## config.mk

```make
export PLATFORM = sky130hd
export DESIGN_NAME = seg7_scan_ctrl
export DESIGN_NICKNAME = d
export VERILOG_FILES = /design/src/rtl/seg7_pkg.sv /design/src/rtl/seg7_hex_decode.sv /design/src/rtl/seg7_scan_ctrl.sv
export SDC_FILE = /design/constraint.sdc
export NUM_CORES = 1
export LEC_CHECK = 0
export CORE_MARGIN = 2
export CORE_UTILIZATION = 34
export CTS_CLUSTER_DIAMETER = 150
export DETAILED_ROUTE_END_ITERATION = 8
export PLACE_DENSITY = 0.51
export SLEW_MARGIN = 15
export SYNTH_ARGS = -nofsm -noshare
export SYNTH_HDL_FRONTEND = slang
export SYNTH_SLANG_ARGS = --single-unit
```

## constraint.sdc

```tcl
create_clock -name clk -period 3.55 [get_ports clk]
set_input_delay 0.355 -clock clk [delete_from_list [all_inputs] [get_ports clk]]
set_output_delay 0.355 -clock clk [all_outputs]
set_load 0.1 [all_outputs]
```

## src/rtl/seg7_pkg.sv

```systemverilog
// rtl/seg7_pkg.sv - shared constants and helpers for the seven-segment scan controller
package seg7_pkg;

  // Segment bit positions on the shared bus (a..g)
  localparam int SEG_A = 0;
  localparam int SEG_B = 1;
  localparam int SEG_C = 2;
  localparam int SEG_D = 3;
  localparam int SEG_E = 4;
  localparam int SEG_F = 5;
  localparam int SEG_G = 6;
  localparam int SEG_W = 7;

  // Every segment bit set; the dark pattern for active-low segment drive
  localparam logic [SEG_W-1:0] SEG_ALL = SEG_W'((1 << SEG_A) | (1 << SEG_B) | (1 << SEG_C) |
                                                (1 << SEG_D) | (1 << SEG_E) | (1 << SEG_F) |
                                                (1 << SEG_G));

  // Hex digit to lit segments, active-high gfedcba
  localparam logic [SEG_W-1:0] HEX_SEG_TABLE [16] = '{
    7'h3F, 7'h06, 7'h5B, 7'h4F, 7'h66, 7'h6D, 7'h7D, 7'h07,
    7'h7F, 7'h6F, 7'h77, 7'h7C, 7'h39, 7'h5E, 7'h79, 7'h71
  };

  // Ceiling log2, used to size counters from parameters
  function automatic int clog2(input int value);
    int result;
    int rem;
    result = 0;
    rem    = value - 1;
    while (rem > 0) begin
      result = result + 1;
      rem    = rem >> 1;
    end
    return result;
  endfunction

endpackage

```

## src/rtl/seg7_hex_decode.sv

```systemverilog
// rtl/seg7_hex_decode.sv - combinational hex nibble to seven-segment decoder with blanking
module seg7_hex_decode
  import seg7_pkg::*;
#(
  parameter bit SEG_ACTIVE_LOW = 1'b1
) (
  input  logic [3:0]       hex,
  input  logic             blank,
  output logic [SEG_W-1:0] seg
);

  logic [SEG_W-1:0] seg_lit;

  // Look up the lit pattern, suppress it when blanked, then apply pin polarity
  always_comb begin
    seg_lit = '0;
    if (!blank) begin
      seg_lit = HEX_SEG_TABLE[hex];
    end
    seg = SEG_ACTIVE_LOW ? ~seg_lit : seg_lit;
  end

endmodule

```

## src/rtl/seg7_scan_ctrl.sv

```systemverilog
// rtl/seg7_scan_ctrl.sv - multiplexed multi-digit seven-segment scan controller
module seg7_scan_ctrl
  import seg7_pkg::*;
#(
  parameter int NUM_DIGITS     = 8,
  parameter int SCAN_DIV       = 100000,
  parameter int BLANK_CYCLES   = 2,
  parameter bit SEG_ACTIVE_LOW = 1'b1,
  parameter bit AN_ACTIVE_LOW  = 1'b1
) (
  input  logic                    clk,
  input  logic                    rst_n,
  input  logic [4*NUM_DIGITS-1:0] value_i,
  input  logic [NUM_DIGITS-1:0]   dp_mask_i,
  input  logic                    load_i,
  input  logic                    blank_lz_i,
  input  logic                    enable_i,
  output logic [6:0]              seg_o,
  output logic                    dp_o,
  output logic [NUM_DIGITS-1:0]   an_o,
  output logic                    frame_o
);

  localparam int VAL_W = 4 * NUM_DIGITS;
  localparam int PRE_W = clog2(SCAN_DIV);
  localparam int IDX_W = (NUM_DIGITS > 1) ? clog2(NUM_DIGITS) : 1;

  localparam logic [PRE_W-1:0]      PRE_LAST  = PRE_W'(SCAN_DIV - 1);
  localparam logic [PRE_W-1:0]      PRE_BLANK = PRE_W'(BLANK_CYCLES);
  localparam logic [IDX_W-1:0]      IDX_LAST  = IDX_W'(NUM_DIGITS - 1);
  localparam logic [SEG_W-1:0]      SEG_OFF   = SEG_ACTIVE_LOW ? SEG_ALL : '0;
  localparam logic                  DP_OFF    = SEG_ACTIVE_LOW;
  localparam logic [NUM_DIGITS-1:0] AN_OFF    = AN_ACTIVE_LOW ? '1 : '0;

  logic [PRE_W-1:0]      presc_q;
  logic [IDX_W-1:0]      idx_q;
  logic [VAL_W-1:0]      shadow_val_q;
  logic [NUM_DIGITS-1:0] shadow_dp_q;
  logic [VAL_W-1:0]      disp_val_q;
  logic [NUM_DIGITS-1:0] disp_dp_q;
  logic                  pending_q;

  logic                  tick;
  logic                  boundary;
  logic [NUM_DIGITS-1:0] lz_blank;
  logic                  zero_run;
  logic [3:0]            cur_nib;
  logic                  cur_dp;
  logic                  cur_blank;
  logic [NUM_DIGITS-1:0] an_sel;
  logic [SEG_W-1:0]      seg_next;

  assign tick     = (presc_q == PRE_LAST);
  assign boundary = tick && (idx_q == IDX_LAST);

  // Slot timer and digit index; index moves once per slot
  always_ff @(posedge clk or negedge rst_n) begin
    if (!rst_n) begin
      presc_q <= '0;
      idx_q   <= '0;
    end else begin
      if (tick) begin
        presc_q <= '0;
        idx_q   <= (idx_q == IDX_LAST) ? '0 : idx_q + 1'b1;
      end else begin
        presc_q <= presc_q + 1'b1;
      end
    end
  end

  // Shadow capture and frame-synchronous display update; a load landing on
  // the boundary skips the shadow so it is not held back a whole frame
  always_ff @(posedge clk or negedge rst_n) begin
    if (!rst_n) begin
      shadow_val_q <= '0;
      shadow_dp_q  <= '0;
      disp_val_q   <= '0;
      disp_dp_q    <= '0;
      pending_q    <= 1'b0;
    end else begin
      if (load_i) begin
        shadow_val_q <= value_i;
        shadow_dp_q  <= dp_mask_i;
      end
      if (boundary) begin
        pending_q <= 1'b0;
        if (load_i) begin
          disp_val_q <= value_i;
          disp_dp_q  <= dp_mask_i;
        end else if (pending_q) begin
          disp_val_q <= shadow_val_q;
          disp_dp_q  <= shadow_dp_q;
        end
      end else if (load_i) begin
        pending_q <= 1'b1;
      end
    end
  end

  // Frame pulse in the cycle after the last slot ends
  always_ff @(posedge clk or negedge rst_n) begin
    if (!rst_n) begin
      frame_o <= 1'b0;
    end else begin
      frame_o <= boundary;
    end
  end

  // Leading-zero mask: walk down from the top digit while nibbles stay zero
  always_comb begin
    lz_blank = '0;
    zero_run = 1'b1;
    for (int k = NUM_DIGITS - 1; k >= 0; k--) begin
      zero_run    = zero_run & (disp_val_q[4*k +: 4] == 4'h0);
      lz_blank[k] = blank_lz_i & zero_run & (k != 0);
    end
  end

  // Select nibble, dp, blank flag and anode of the digit under scan
  always_comb begin
    cur_nib   = '0;
    cur_dp    = 1'b0;
    cur_blank = 1'b0;
    an_sel    = '0;
    for (int k = 0; k < NUM_DIGITS; k++) begin
      if (idx_q == IDX_W'(k)) begin
        cur_nib   = disp_val_q[4*k +: 4];
        cur_dp    = disp_dp_q[k];
        cur_blank = lz_blank[k];
        an_sel[k] = 1'b1;
      end
    end
  end

  seg7_hex_decode #(
    .SEG_ACTIVE_LOW(SEG_ACTIVE_LOW)
  ) u_hex_decode (
    .hex  (cur_nib),
    .blank(cur_blank),
    .seg  (seg_next)
  );

  // Registered pin drive; anodes stay dark early in each slot so the
  // previous digit's segments cannot ghost onto the new one
  always_ff @(posedge clk or negedge rst_n) begin
    if (!rst_n) begin
      seg_o <= SEG_OFF;
      dp_o  <= DP_OFF;
      an_o  <= AN_OFF;
    end else if (!enable_i) begin
      seg_o <= SEG_OFF;
      dp_o  <= DP_OFF;
      an_o  <= AN_OFF;
    end else begin
      seg_o <= seg_next;
      dp_o  <= cur_dp ^ SEG_ACTIVE_LOW;
      if (presc_q < PRE_BLANK) begin
        an_o <= AN_OFF;
      end else begin
        an_o <= AN_ACTIVE_LOW ? ~an_sel : an_sel;
      end
    end
  end

endmodule

```

==> metrics.yaml <==
antenna_left: 0
grt_pass1_wl_mm: 19.8
core-area_um2: 15800
syn_nets: 485
reg2reg_depth: 12
finalSetupViolCount: 0
layout.nets: 551
synth-edff-count: 0
drt_iter0_markers: 198
final_hold_viol_count: 0
io_pins: 62
pwr-share-comb: 0.061
layout-area-overhead-vs-synth_pct: 26.6
grt_setup_unrepaired: "no"
drv_cap: 0
synth.avg_cell_area_um2: 12.8
numCtsBuffers: 17
diodes: 0
synth-seq-cells: 118
vdd_ir_drop_max_mv: 0.331
power_leakage_nw: 3.05
die_h_um: 131
intPower_mw: 2.65
synth_area_um2: 5470
seq_power_share: 0.416
async_flop_share: 1.00
crit_fanout: 12
clock_sinks: 118
start_kind: "register"
hold_path_class: "in2async"
timing.final.crit_share: 0.860
clock_latency_ps: 420
overflow: 0
status: "finished clean"
syn_inst: 427
post-cts-setup-buffer-count: 0
chipWidth_um: 131
clockRootBuffer: "clkbuf_16"
regToRegEndpoint: "seg_o[3]"
max_freq_mhz: 327
dp_hpwl_mm: 8.30
vias_per_cell: 4.84
clkTransAtPathRegs_ps: 60
ys_seq_area_frac: 0.544
startpoint: "idx_q[0]"
synth_ff_type: "dfrtp_1"
clock_skew_ps: 13.0
fin_area_um2: 6920
grt_pass1_vias: 3615
clkPwrFrac: 0.523
postPlaceCellArea_um2: 6290
tritoncts: "yes"
routedWlPerCell_um: 16.6
ys.warnings.count: 0
crit_type: "reg2reg"
worst_ep_required_time_ps: 3880
die_area_um2: 17100
slew_headroom: 0.342
wirelength_mm: 12.0
yosys.area.top_type: "dfrtp_1"
fin_tns_setup_ps: 0
crit_end: "seg_o[3]"
fin_ws_ps: 497
dr.pass1.iters: 4
power_switching_mw: 0.737
worstSetupEndpointType: "register"
rrSetupSlack_ps: 500
row_count: 46
min_period_ps: 3050
placement.io_buffers: 61
drc: 0
yosysTopAreaCellShare: 0.467
dpl_worst_slack_ps: 434
track_usage: 0.154
drive_above_1_share: 0.283
p_per_area_nw_per_um2: 490
vias: 3495
finalMaxSlewViolations: 0
sw_frac_of_total: 0.217
worst_pin_slew_ps: 984
antenna_found_initial: 0
fillers: 1472
synth_common_cells: "102 x dfrtp_1, 40 x mux2_2, 40 x mux2_4"
synth.area.top_cells: "dfrtp_1 47%, mux2_4 11%, mux2_2 8.2%"
h-tree-depth: 4
synth_cell_type_count: 52
post-synth-top-count-cell: "dfrtp_1"
gp_congestion: 0.820
r2r_start: "idx_q[0]"
critPathArrivalTime_ps: 3390
start_util: 0.345
grt_max_degree: 92
cts_buffer_depth: 2
## repair_timing
item                                    4_1_cts  5_1_grt
hold buffers                                  1        0
endpoints found under the setup margin        0        1
gates resized for setup                       0        1
endpoints found under the hold margin        26        0
## worst max-delay path, stage by stage, from the launching register on
cell and delay (ps):
dfrtp_1 400, inv_1 130, ha_2 310, nor2b_1 310, a221oi_1 140, o41ai_1 410, a21oi_1 160, a21oi_2 250
inv_1 150, ha_1 340, mux2i_1 140, nor2_1 50, o21ai_0 170
## sequential cells by signal, summed over array words and instances (netlist names), 3 cells and up
| register | count |
|---|---|
| presc_q | 17 |
| an_o | 8 |
| idx_q | 3 |
| disp_val_q | 32 |
| disp_dp_q | 8 |
| seg_o | 7 |
| shadow_val_q | 32 |
| shadow_dp_q | 8 |
## power by group through the flow
stage / registers, mW / logic [mW] / clock network (mW)
floorplan: 1.46 / 0.0720 / 0
global placement: 1.43 / 0.208 / 0
detailed placement: 1.43 / 0.211 / 0
CTS: 1.41 / 0.213 / 1.82
global route: 1.42 / 0.227 / 1.89
finish: 1.41 / 0.206 / 1.77
## final cells by class
type	count	area [µm²]	share of cell area
sequential	118	2970	0.430
multi-input combinational	278	2340	0.339
timing repair buffer	69	678	0.0980
clock buffer	21	470	0.0680
tap	216	270	0.0391
clock inverter	11	148	0.0213
inverter	9	33.8	0.00488
## how the worst min path moves through the flow
stage | start | end | depth (start not counted)
5_1_grt | rst_n | shadow_val_q[14] | 2
3_3_place_gp | rst_n | shadow_val_q[16] | 1
2_1_floorplan | rst_n | disp_dp_q[0] | 0
3_5_place_dp | rst_n | shadow_val_q[18] | 1
4_1_cts | rst_n | shadow_val_q[12] | 2
6_report | rst_n | shadow_val_q[11] | 2
## metal layers
layer,GRT usage,vias to the layer above,part of all wire
met5,0,-,0
met4,0.0576,0,0.016
met3,0.0403,17,0.039
met2,0.219,69,0.44
met1,0.227,1747,0.51
li1,-,1662,-
## cell families (layout without fill, tap and decap cells)
family,count (synthesis),count (layout),share of synthesized area
fa+ha+maj,13,13,0.0298
xor+xnor,12,12,0.0192
flops,118,118,0.544
mux,85,85,0.201
compound gates,66,66,0.0774
simple gates,102,102,0.0993
buf+inv,31,110,0.0291
## per-stage QoR
stage | hold slack (ps) | total power, mW | utilization | cells
2_1_floorplan | 59.4 | 1.53 | - | 427
3_3_place_gp | 313 | 1.64 | 0.397 | 689
3_5_place_dp | 313 | 1.64 | 0.397 | 689
4_1_cts | 426 | 3.44 | 0.437 | 722
5_1_grt | 456 | 3.53 | 0.437 | 722
6_report | 415 | 3.39 | 0.437 | 722
## layout by cell type, fill, tap and decap left out, types with 3 or more instances in the layout
master / instances
inv_1: 8
dfstp_2: 16
xor2_1: 4
mux2i_1: 5
mux2_2: 40
o221ai_1: 3
clkdlybuf4s50_1: 59
nor2_1: 16
o211ai_1: 4
nand2_1: 25
nand4_1: 4
dfrtp_1: 102
nor4_1: 9
o21ai_0: 17
and2_1: 3
ha_1: 12
xnor2_1: 8
nand3_1: 12
a221oi_1: 3
nor3_1: 5
clkbuf_8: 3
bufinv_16: 3
nor2b_1: 12
clkbuf_16: 17
mux2_4: 40
a21oi_1: 19
and3_1: 3
buf_4: 7
nand3b_1: 3
clkinvlp_4: 4
Note: power is estimated with default switching activity, not from simulation.
==> patch (same flow settings) <==
`NUM_DIGITS`: 8 -> 9.
--- a/src/rtl/seg7_scan_ctrl.sv
+++ b/src/rtl/seg7_scan_ctrl.sv
@@ -2,7 +2,7 @@
 module seg7_scan_ctrl
   import seg7_pkg::*;
 #(
-  parameter int NUM_DIGITS     = 8,
+  parameter int NUM_DIGITS     = 9,
   parameter int SCAN_DIV       = 100000,
   parameter int BLANK_CYCLES   = 2,
   parameter bit SEG_ACTIVE_LOW = 1'b1,
Interface: changed (resized an_o, dp_mask_i and value_i); port bits go from 62 to 68. The function was not compared with the original's and may differ.
==> patch against the original RTL <==
- count of clock-buffer cells in the layout grew 4
- synthesized area grew 11%
- cell count grew 8.7%
- sequential cell count grew 12
- utilization shrank 0.74 points
- worst setup slack lost 0.081 ns
- clock skew shrank 0.0045 ns
- final area grew 7.8%
- global-route usage shrank 0.58 points
- clock power shrank 6%
- sequential share of layout area grew 0.93 points
- total power grew 1.3%
- wire length grew 7.8%
==> patch: results (changes against the original RTL) <==
Top Registers disp_val_q x36, shadow_val_q x36, presc_q x17 (was disp_val_q x32, shadow_val_q x32, presc_q x17); clock buffer depth 2 (unchanged); outcome complete, no violations (unchanged); Synth Warn # 0 (unchanged); commonest cells in the netlist dfrtp_1, mux2_2, mux2_4 (unchanged); async set or reset register ratio after synthesis 1.00 (unchanged); CTS Root Cell clkbuf_16 (unchanged); layout cell share with drive strength beyond 1 0.275 (was 0.283); Post-CTS Resized 0 (unchanged); Setup TNS Final 0 ns (unchanged); VDD IR-drop max 0.331 mV (about the same); drt via density 4.91 (was 4.84); hpwl dp 8990 um (was 8300 um); CP Data Arrival Time 3.45 ns (was 3.39 ns); Layout Skew 0.00845 ns (was 0.0130 ns); count of nets after finishing 608 (was 551); register area share after synthesis 0.539 (was 0.544); largest net degree at the start of global routing 66 (was 92); Hold Crit Class input port to asynchronous set/reset pin (unchanged); fill count 1599 (was 1472); Setup violations, final 0 (unchanged); Detailed Routing Iterations Pass 1 4 (unchanged); antenna cells 0 (unchanged); PortBufs 67 (was 61); 1st-iter DRT viols 232 (was 198); Syn Nets 537 (was 485); Placer Congestion 0.905 (was 0.820); worst-skew pair later-pin latency 0.42 ns (about the same); clk slew on worst S/H paths 0.05 ns; delay-heaviest family, CP compound AO/OA/AOI/OAI gates (unchanged); average wire per standard cell 16.4 um (was 16.6 um); first-pass GRT wire length 21300 um (was 19800 um); Critical Path Fanout Max 15 (was 12); predominant post-synthesis flop cell dfrtp_1 (unchanged); synth top area cells dfrtp_1, mux2_4, mux2_2, dfstp_2, nand2_1 (was dfrtp_1, mux2_4, mux2_2, dfstp_2, ha_1); CP peak stage delay 0.77 ns (was 0.41 ns); CP max stage cell o21ai_0 (was o41ai_1); Inserted Clock Buffers 17 (unchanged); post-synth cell types 59 (was 52); Static Leak 3.18 nW (was 3.05 nW); number of global-route vias before repair 4051 (was 3615); initial antenna violation count 0 (unchanged); H-tree depth 4 (unchanged); Post-CTS Setup Inserts 0 (unchanged); Total Routing Usage GR 0.149 (was 0.154); slew at the pin closest to its max-slew limit 0.980 ns (was 0.984 ns)
[patch: cell count changes after synthesis, moves of 4 or more]
cell | unedited run | this run
a31oi_1 | 0 | 4
mux2_2 | 40 | 46
dfrtp_1 | 102 | 113
nand2_1 | 25 | 38
inv_1 | 8 | 13
buf_12 | 0 | 4
nor2b_1 | 12 | 5
o21ai_0 | 17 | 21
buf_4 | 0 | 5
[patch: cells by family (layout without fill, tap and decap cells)]
family | count (synthesis) | in the layout | share of synthesized area
xor+xnor | 15 | 15 | 0.0216
compound gates | 71 | 71 | 0.0766
fa+ha+maj | 11 | 11 | 0.0226
mux | 90 | 90 | 0.193
flops | 130 | 130 | 0.539
simple gates | 121 | 121 | 0.105
buf+inv | 38 | 122 | 0.0424
[patch: layer usage]
metal  track usage  share of wire  vias up
met2         0.235           0.46       93
met1         0.196           0.48     1898
met5             0              0        -
li1              -              -     1840
met4        0.0612          0.020        0
met3        0.0357          0.041       21
[patch: path summary, 6_finish.rpt]
| check | slack [ns] | depth (start not counted) | from | to |
|---|---|---|---|---|
| worst max-delay path | 0.42 | 9 | idx_q[0] | seg_o[5] |
| worst min-delay path | 0.05 | 1 | rst_n | shadow_dp_q[4] |
| worst max register to register | 0.42 | 9 | idx_q[0] | seg_o[5] |
| worst min register to register | 0.47 | 2 | pending_q | pending_q |
| max in group asynchronous | 2.70 | 2 | rst_n | an_o[2] |
| min in group clk | 0.39 | 3 | load_i | pending_q |
[patch: worst register-to-register path, cell delays in order, from the launching register on]
cell	delay, ns
dfrtp_1	0.41
inv_1	0.13
ha_1	0.54
nand3b_2	0.37
o21ai_0	0.77
inv_1	0.16
ha_1	0.28
nor2_1	0.16
a21o_1	0.10
o221ai_1	0.11
[patch: report_power, final]
| part | switching (mW) | internal [mW] |
|---|---|---|
| Clock | 0.596 | 1.06 |
| Combinational | 0.114 | 0.108 |
| Sequential | 0.0124 | 1.54 |
[patch: area by class of cell]
type	instances	area (sq um)	share of cell area
clock buffers	25	475	0.0637
clock inverters	7	85.1	0.0114
inverters	14	52.6	0.00705
multi-input cells	308	2550	0.341
flip-flops and latches	130	3270	0.439
well taps	225	282	0.0377
repair buffers	76	743	0.0996
[patch: through the flow]
step | std cells | hold slack [ns] | util | instance area, sq um | setup WS (ns)
after floorplan | 476 | 0.0594 | - | 6080 | 1.05
after global placement | 753 | 0.464 | 0.397 | 6900 | 0.574
after global routing | 785 | 0.111 | 0.430 | 7460 | 0.0272
after detailed placement | 753 | 0.462 | 0.397 | 6900 | 0.447
after CTS | 785 | 0.0741 | 0.430 | 7460 | 0.418
final | 785 | 0.0466 | 0.430 | 7460 | 0.415
